--- config.mk ---
export PLATFORM = sky130hd
export DESIGN_NAME = atanh_approx_4bit_stream
export DESIGN_NICKNAME = d
export VERILOG_FILES = /design/src/rtl/atanh_approx_4bit_stream.sv
export SDC_FILE = /design/constraint.sdc
export NUM_CORES = 1
export LEC_CHECK = 0
export BUFFER_PORTS_ARGS = -buffer_cell sky130_fd_sc_hd__buf_2
export CAP_MARGIN = 20
export CELL_PAD_IN_SITES_DETAIL_PLACEMENT = 0
export CELL_PAD_IN_SITES_GLOBAL_PLACEMENT = 1
export CORE_ASPECT_RATIO = 0.5
export CORE_MARGIN = 2
export CORE_UTILIZATION = 36
export DETAILED_ROUTE_END_ITERATION = 10
export PLACE_DENSITY_LB_ADDON = 0.15
export REMOVE_ABC_BUFFERS = 1
export SETUP_SLACK_MARGIN = 0.15
export SLEW_MARGIN = 10
export SYNTH_ARGS = -nofsm -noshare
export SYNTH_HDL_FRONTEND = slang
export SYNTH_SLANG_ARGS = --single-unit
--- constraint.sdc ---
create_clock -name clk -period 1.4 [get_ports clk]
set_input_delay 0.14 -clock clk [delete_from_list [all_inputs] [get_ports clk]]
set_output_delay 0.14 -clock clk [all_outputs]
set_load 0.05 [all_outputs]
--- src/rtl/atanh_approx_4bit_stream.sv ---
// atanh_approx_4bit_stream: streaming inverse-tanh lookup.
// Input is an unsigned Q0.4 tanh-domain code. Output is an unsigned Q2.2
// atanh code. The datapath is a two-stage elastic valid/ready pipeline with
// frame delimiting. Sample and frame handshake counters are included.
module atanh_approx_4bit_stream #(
  parameter int CNT_W = 16,
  parameter int FRM_W = 8
) (
  input  logic             clk,
  input  logic             rst_n,
  input  logic             in_valid,
  output logic             in_ready,
  input  logic [3:0]       In,
  input  logic             in_last,
  output logic             out_valid,
  input  logic             out_ready,
  output logic [3:0]       Out1,
  output logic             out_last,
  output logic [CNT_W-1:0] sample_cnt,
  output logic [FRM_W-1:0] frame_cnt,
  output logic             busy
);

  localparam int DATA_W = 4;

  // Round-half-up of 4*atanh(x/16). The largest entry is 7, so bit 3 is never set.
  function automatic logic [DATA_W-1:0] atanh_lut(input logic [DATA_W-1:0] x);
    logic [DATA_W-1:0] y;
    case (x)
      4'd0:    y = 4'd0;
      4'd1:    y = 4'd0;
      4'd2:    y = 4'd1;
      4'd3:    y = 4'd1;
      4'd4:    y = 4'd1;
      4'd5:    y = 4'd1;
      4'd6:    y = 4'd2;
      4'd7:    y = 4'd2;
      4'd8:    y = 4'd2;
      4'd9:    y = 4'd3;
      4'd10:   y = 4'd3;
      4'd11:   y = 4'd3;
      4'd12:   y = 4'd4;
      4'd13:   y = 4'd5;
      4'd14:   y = 4'd5;
      default: y = 4'd7;
    endcase
    return y;
  endfunction

  logic              vld_p1;
  logic [DATA_W-1:0] data_p1;
  logic              last_p1;
  logic              vld_p2;
  logic [DATA_W-1:0] data_p2;
  logic              last_p2;

  logic s2_can_load;
  logic adv_p1;
  logic in_fire;
  logic out_fire;

  assign s2_can_load = !vld_p2 | out_ready;
  assign adv_p1      = vld_p1 & s2_can_load;
  assign in_ready    = !vld_p1 | s2_can_load;
  assign in_fire     = in_valid & in_ready;
  assign out_fire    = vld_p2 & out_ready;

  assign out_valid = vld_p2;
  assign Out1      = data_p2;
  assign out_last  = last_p2;
  assign busy      = vld_p1 | vld_p2;

  // ---- stage 1: capture input code and frame flag ----
  // Stage-1 occupancy: fills on input handshake, empties when advancing.
  always_ff @(posedge clk or negedge rst_n) begin
    if (!rst_n) begin
      vld_p1 <= 1'b0;
    end else begin
      vld_p1 <= in_fire | (vld_p1 & !adv_p1);
    end
  end

  // Stage-1 payload needs no reset; its valid bit qualifies it.
  always_ff @(posedge clk) begin
    if (in_fire) begin
      data_p1 <= In;
      last_p1 <= in_last;
    end
  end

  // ---- stage 2: registered lookup result drives the output port ----
  // Stage-2 occupancy and payload. The payload is cleared by reset so Out1 reads 0.
  always_ff @(posedge clk or negedge rst_n) begin
    if (!rst_n) begin
      vld_p2  <= 1'b0;
      data_p2 <= '0;
      last_p2 <= 1'b0;
    end else begin
      vld_p2 <= adv_p1 | (vld_p2 & !out_ready);
      if (adv_p1) begin
        data_p2 <= atanh_lut(data_p1);
        last_p2 <= last_p1;
      end
    end
  end

  // Handshake counters. Both can step on the same edge and wrap naturally.
  always_ff @(posedge clk or negedge rst_n) begin
    if (!rst_n) begin
      sample_cnt <= '0;
      frame_cnt  <= '0;
    end else if (out_fire) begin
      sample_cnt <= sample_cnt + CNT_W'(1);
      if (last_p2) frame_cnt <= frame_cnt + FRM_W'(1);
    end
  end

endmodule

==> results of run 1 <==
## cell families after synthesis
logic type / synth area share [%]
AND/OR/NAND/NOR: 19.70
flip-flops: 59.85
XOR/XNOR: 12.80
AO/OA/AOI/OAI: 1.662
adder cells (fa/ha/maj): 2.494
multiplexers: 2.244
buffers and inverters: 0.9979
other: 0.2491
## power groups by stage
stage               Clock [mW]  Sequential (mW)  Combinational (mW)
finish                   0.667             1.52                1.72
detailed placement           0             1.45                1.41
global route             0.749             1.55                1.83
global placement             0             1.45                1.40
CTS                      0.701             1.48                1.54
floorplan                    0             2.10               0.348
## what timing repair did
item / 4_1_cts / 5_1_grt
pin swaps: 12 / 11
setup buffers: 5 / 5
hold buffers: 1 / 0
setup endpoints to repair: 19 / 31
resized for setup: 22 / 39
endpoints found under the hold margin: 15 / 0
## path summary, 6_finish.rpt
check,endpoint,slack [ns],cells past startpoint
worst min-delay path,data_p1[3],0.03,1
worst min register to register,frame_cnt[7],0.47,1
worst max-delay path,busy,0.07,3
worst max register to register,sample_cnt[14],0.08,5
max in group asynchronous,out_valid,0.66,3
min in group asynchronous,sample_cnt[3],0.32,2
## flip-flops by register name, indices dropped and copies added, names as in the netlist
| name | cells |
|---|---|
| sample_cnt | 16 |
| frame_cnt | 8 |
| data_p1 | 4 |
| Out1 | 3 |
| last_p1 | 1 |
| out_last | 1 |
| out_valid | 1 |
| vld_p1 | 1 |
## worst max-delay path, cell delays in order (launching register included)
cell and delay (ns):
dfrtp_2 0.42, buf_6 0.12, or2_4 0.23, buf_8 0.15
## metrics by stage
step	area [um2]	setup slack (ns)	total power, mW	instances
after floorplan	1498	-0.5521	2.451	122
after global placement	1863	0.02262	2.847	227
after detailed placement	1863	-0.01168	2.861	227
after CTS	2082	0.05851	3.713	241
after global routing	2245	0.01920	4.128	244
final	2245	0.06550	3.908	244
## layout make-up
class | count | area, um2
timing repair buffer | 60 | 432.9
clock inverter | 2 | 7.507
inverter | 2 | 7.507
tap | 54 | 67.56
multi-input combinational | 85 | 749.5
fill | 352 | 1719
clock buffer | 6 | 72.57
sequential | 35 | 907.1
## cells in the mapped netlist
cell      count  area share (%)
and3_1        2            0.83
nor4_2        1            0.83
or2b_1        1            0.50
nor3_1        1            0.33
inv_1         2            0.50
mux2_2        3             2.2
buf_4         1            0.50
conb_1        1            0.25
ha_1          3             2.5
nand4_2       1            0.83
dfrtp_1      30              50
or2_2         1            0.42
and2_1        1            0.42
xnor2_1      15             8.7
o21ai_0       5             1.7
nand2_1      12             3.0
xor2_1        7             4.1
nand4_1       3             1.2
nor2_1        7             1.7
edfxtp_1      5              10
nor4_4        1             1.4
nor3_2        1            0.67
nand3b_1      1            0.50
nor3b_2       1            0.83
nand2b_1      2            0.83
and4_1        1            0.58
nand2_2       1            0.42
nand3_1      13             4.3
## layer usage
| layer | wire (um) | GRT usage (%) | vias to the layer above |
|---|---|---|---|
| met1 | 1379 | 18.40 | 527 |
| met2 | 1472 | 22.42 | 27 |
| met5 | 0 | 0 | - |
| li1 | - | - | 556 |
| met4 | 31 | 5.000 | 0 |
| met3 | 211 | 5.810 | 5 |
==> reports/results.ini, run 1 <==
[placement]
io_buffers = 39
place_congestion = 0.7791
dp_hpwl_um = 2113

[synthesis]
synth-seq-cells = 35
synth_cell_types = 28
syn_avg_cell_area_um2 = 12.24
ys_warn_count = 0
synth_area_um2 = 1505
synth-seq-area-share_pct = 59.85
syn_inst = 123

[global_route]
overflow = 0
antenna_found_initial = 0
groute.usage.overall_pct = 14.45
grt_max_degree = 17
grt_pass1_wl_um = 5147
grt_pass1_vias = 1139

[clocking]
cts_root_buf = clkbuf_8
clock-sinks = 35
clkTransAtPathRegs_ns = 0.06
clock_latency_ns = 0.28
cts_tree = yes
clock_tree.buffer_depth = 2
cts.htree.levels = 2
numCtsBuffers = 5

[setup_path]
cp.arrival_ns = 1.19
cp_max_fo = 3
worstReg2RegStart = sample_cnt[1]
crit_path_start_kind = flip-flop
worstPathRequired_ns = 1.26
cp-end-kind = output port
critical_path.startpoint = out_valid
crit_type = reg -> out

[drt]
drt_iter0_markers = 24
drc_errors = 0
wl_per_cell_um = 12.68
drt_first_pass_iters = 4
ant_nets = 0
dr_total_vias = 1115
routed_wl_um = 3094
vias_per_cell = 4.570

[cells_and_area]
diodes = 0
final_util_pct = 56.63
drive_gt1_share_pct = 51.05
syn2layout_area_growth_pct = 49.13
final_common_cell = buf_2
layout_common_cells = 34 x buf_2, 25 x dfrtp_1, 14 x xnor2_1
final_net_count = 201

[power_and_ir_drop]
p_int_mw = 2.196
p_leak_nw = 1.057
power_switching_mw = 1.712
combinationalPowerShare_pct = 44.1
p_sw_share_pct = 43.80
vdd_drop_max_uv = 678.7
powerDensity_nw_per_um2 = 1741
clock_power_share_pct = 17.1
p_seq_share_pct = 38.8

[floorplan]
placementRows = 16
dieHeight_um = 49.72
initial_core_util_pct = 37.97
die_x_um = 95.45
io_pins = 41
die_area_um2 = 4746
core_um2 = 3964

[timing]
finalSetupTns_ns = 0
drv_slew = 0
setup_violations = 0
rsz0062_at_grt = yes
max_freq_mhz = 749.3
min_period_ns = 1.334
holdWs_ns = 0.03492
fin_crit_sh_pct = 95.32
hold_viol = 0
finClkSkew_ns = 0.004560

[hold_path]
hold_start = In[3]
hold_class = in -> reg

[run_status]
status = finished clean

[job]
maxCapViolCount = 0

No activity file was read; power rests on OpenSTA's default activity.
==> run 2, diff against run 1 <==
--- a/config.mk
+++ b/config.mk
@@ -5,8 +5,8 @@
 export SDC_FILE = /design/constraint.sdc
 export NUM_CORES = 1
 export LEC_CHECK = 0
-export BUFFER_PORTS_ARGS = -buffer_cell sky130_fd_sc_hd__buf_2
-export CAP_MARGIN = 20
+export BUFFER_PORTS_ARGS = -buffer_cell sky130_fd_sc_hd__buf_4
+export CAP_MARGIN = 5
 export CELL_PAD_IN_SITES_DETAIL_PLACEMENT = 0
 export CELL_PAD_IN_SITES_GLOBAL_PLACEMENT = 1
 export CORE_ASPECT_RATIO = 0.5
==> run 2 against run 1 <==
Clock-buffer cell count up 1. Sequential share of layout area down 0.50 points. Combinational power up 4%. Total power up 2.0%. Setup slack better by 0.016 ns. Via count up 0.45%. Critical endpoint is now sample_cnt[0]. Largest power group unchanged.
==> reports/results.ini, run 2 (synthesis gave the netlist of run 1 again) <==
[run_status]
status = finished clean  ; unchanged

[global_route]
groute.usage.overall_pct = 14.14  ; was 14.45%
overflow = 0  ; unchanged
grt_pass1_wl_um = 5023  ; was 5147 um
grt_max_degree = 31  ; was 17
grt_pass1_vias = 1051  ; was 1139
antenna_found_initial = 0  ; unchanged

[clocking]
cts_root_buf = clkbuf_8  ; unchanged
clkTransAtPathRegs_ns = 0.07  ; was 0.06 ns
numCtsBuffers = 5  ; unchanged
cts_tree = yes  ; unchanged
cts.htree.levels = 2  ; unchanged
clock_tree.buffer_depth = 2  ; unchanged
clock-sinks = 35  ; unchanged
clock_latency_ns = 0.28  ; about the same

[timing]
min_period_ns = 1.319  ; was 1.334 ns
holdWs_ns = 0.03004  ; was 0.03492 ns
setup_violations = 0  ; unchanged
drv_slew = 0  ; unchanged
finalSetupTns_ns = 0  ; unchanged
fin_crit_sh_pct = 94.21  ; was 95.32%
rsz0062_at_grt = yes  ; unchanged
hold_viol = 0  ; unchanged
max_freq_mhz = 758.2  ; was 749.3 MHz
finClkSkew_ns = 0.006385  ; was 0.004560 ns

[cells_and_area]
top_regs = sample_cnt: 16 flops, frame_cnt: 8 flops, data_p1: 4 flops  ; unchanged
drive_gt1_share_pct = 51.02  ; was 51.05%
final_net_count = 207  ; was 201
layout_common_cells = 59 x buf_4, 24 x dfrtp_1, 15 x xnor2_1  ; was 34 x buf_2, 25 x dfrtp_1, 14 x xnor2_1
fillers = 355  ; was 352
syn2layout_area_growth_pct = 51.21  ; was 49.13%
final_common_cell = buf_4  ; was buf_2
top_register = sample_cnt  ; unchanged
diodes = 0  ; unchanged
largest_reg_flops = 16  ; unchanged

[floorplan]
die_area_um2 = 4746  ; unchanged
dieHeight_um = 49.72  ; unchanged
core_um2 = 3964  ; unchanged
initial_core_util_pct = 37.97  ; unchanged
die_x_um = 95.45  ; unchanged
placementRows = 16  ; unchanged
io_pins = 41  ; unchanged

[drt]
routed_wl_um = 3012  ; was 3094 um
drt_first_pass_iters = 4  ; unchanged
drc_errors = 0  ; unchanged
wl_per_cell_um = 12.05  ; was 12.68 um
ant_nets = 0  ; unchanged
drt_iter0_markers = 20  ; was 24
vias_per_cell = 4.480  ; was 4.570
dr_total_vias = 1120  ; was 1115

[setup_path]
worstPathRequired_ns = 1.26  ; about the same
crit_type = reg -> out  ; unchanged
cpMostUsedCell = buf_4
cp-end-kind = output port  ; unchanged
crit_path_start_kind = flip-flop  ; unchanged
critPathMaxStageDelay_ns = 0.45  ; was 0.42 ns
cp_slowest_cell = dfrtp_2  ; unchanged
cp.arrival_ns = 1.18  ; was 1.19 ns
path_cells = buf_4 > buf_4 > buf_4  ; was buf_6 > or2_4 > buf_8
cp_max_fo = 3  ; unchanged

[power_and_ir_drop]
vdd_drop_max_uv = 664.2  ; was 678.7 uV
powerDensity_nw_per_um2 = 1752  ; was 1741 nW/um2
p_leak_nw = 1.057  ; about the same

[placement]
place_congestion = 0.7967  ; was 0.7791
io_buffers = 39  ; unchanged
dp_hpwl_um = 2051  ; was 2113 um

[job]
maxCapViolCount = 0  ; unchanged

[hold_path]
hold_class = in -> reg  ; unchanged

[run 2: changes by cell type in the layout (fill, tap and decap cells not counted), sizes merged]
cell    previous run  this run
clkinv             2         1
buf               58        65
[run 2: area by class of cell]
| type | instances | area (um2) | area share, % |
|---|---|---|---|
| flip-flops and latches | 35 | 908.4 | 39.91 |
| multi-input cells | 85 | 686.9 | 30.18 |
| repair buffers | 66 | 524.3 | 23.03 |
| clock buffers | 7 | 76.32 | 3.353 |
| well taps | 54 | 67.56 | 2.969 |
| inverters | 2 | 7.507 | 0.3299 |
| clock inverters | 1 | 5.005 | 0.2199 |
[run 2: critical path, delay by kind of cell, from the launching register on]
family	cells	cell delay [ns]
buffers and inverters	3	0.45
DFF	1	0.45
[run 2: where the power goes]
part	switching [mW]	total [mW]	internal, mW
Clock	0.345	0.694	0.349
Combinational	1.10	1.79	0.691
Sequential	0.260	1.51	1.25
[run 2: metrics by stage]
step	setup slack [ns]	cells	instance area (um2)	util, %	power, mW
6_report	0.08103	250	2276	57.42	3.987
5_1_grt	0.01536	250	2276	57.42	4.226
4_1_cts	0.1185	239	2117	53.41	3.789
3_5_place_dp	0.001413	227	1948	49.15	3.000
3_3_place_gp	0.03529	227	1948	49.15	2.988
2_1_floorplan	-0.5521	122	1498	-	2.451
[run 2: final timing paths]
| kind | startpoint | slack (ns) | cells past startpoint | end |
|---|---|---|---|---|
| max | sample_cnt[0] | 0.08 | 3 | sample_cnt[0] |
| min | In[0] | 0.03 | 1 | data_p1[0] |
| max reg2reg | sample_cnt[0] | 0.12 | 4 | sample_cnt[11] |
| min reg2reg | frame_cnt[7] | 0.48 | 1 | frame_cnt[7] |
| max in group asynchronous | rst_n | 0.76 | 2 | sample_cnt[9] |
| min in group asynchronous | rst_n | 0.32 | 2 | Out1[0] |
[run 2: timing repair]
action / in CTS / in global routing
hold buffers: 1 / 0
buffers inserted: 3 / 11
cloned: 0 / 0
pin swaps: 7 / 11
resized for setup: 13 / 21
endpoints found under the hold margin: 30 / 0
setup endpoints to repair: 15 / 20
[run 2: routing by layer]
layer  vias to the layer above  global-route usage [%]  wire (um)
li1                        564                       -          -
met2                        26                   20.31       1300
met1                       526                   19.86       1524
met5                         -                       0          0
met3                         4                   5.810        176
met4                         0                   3.571         11
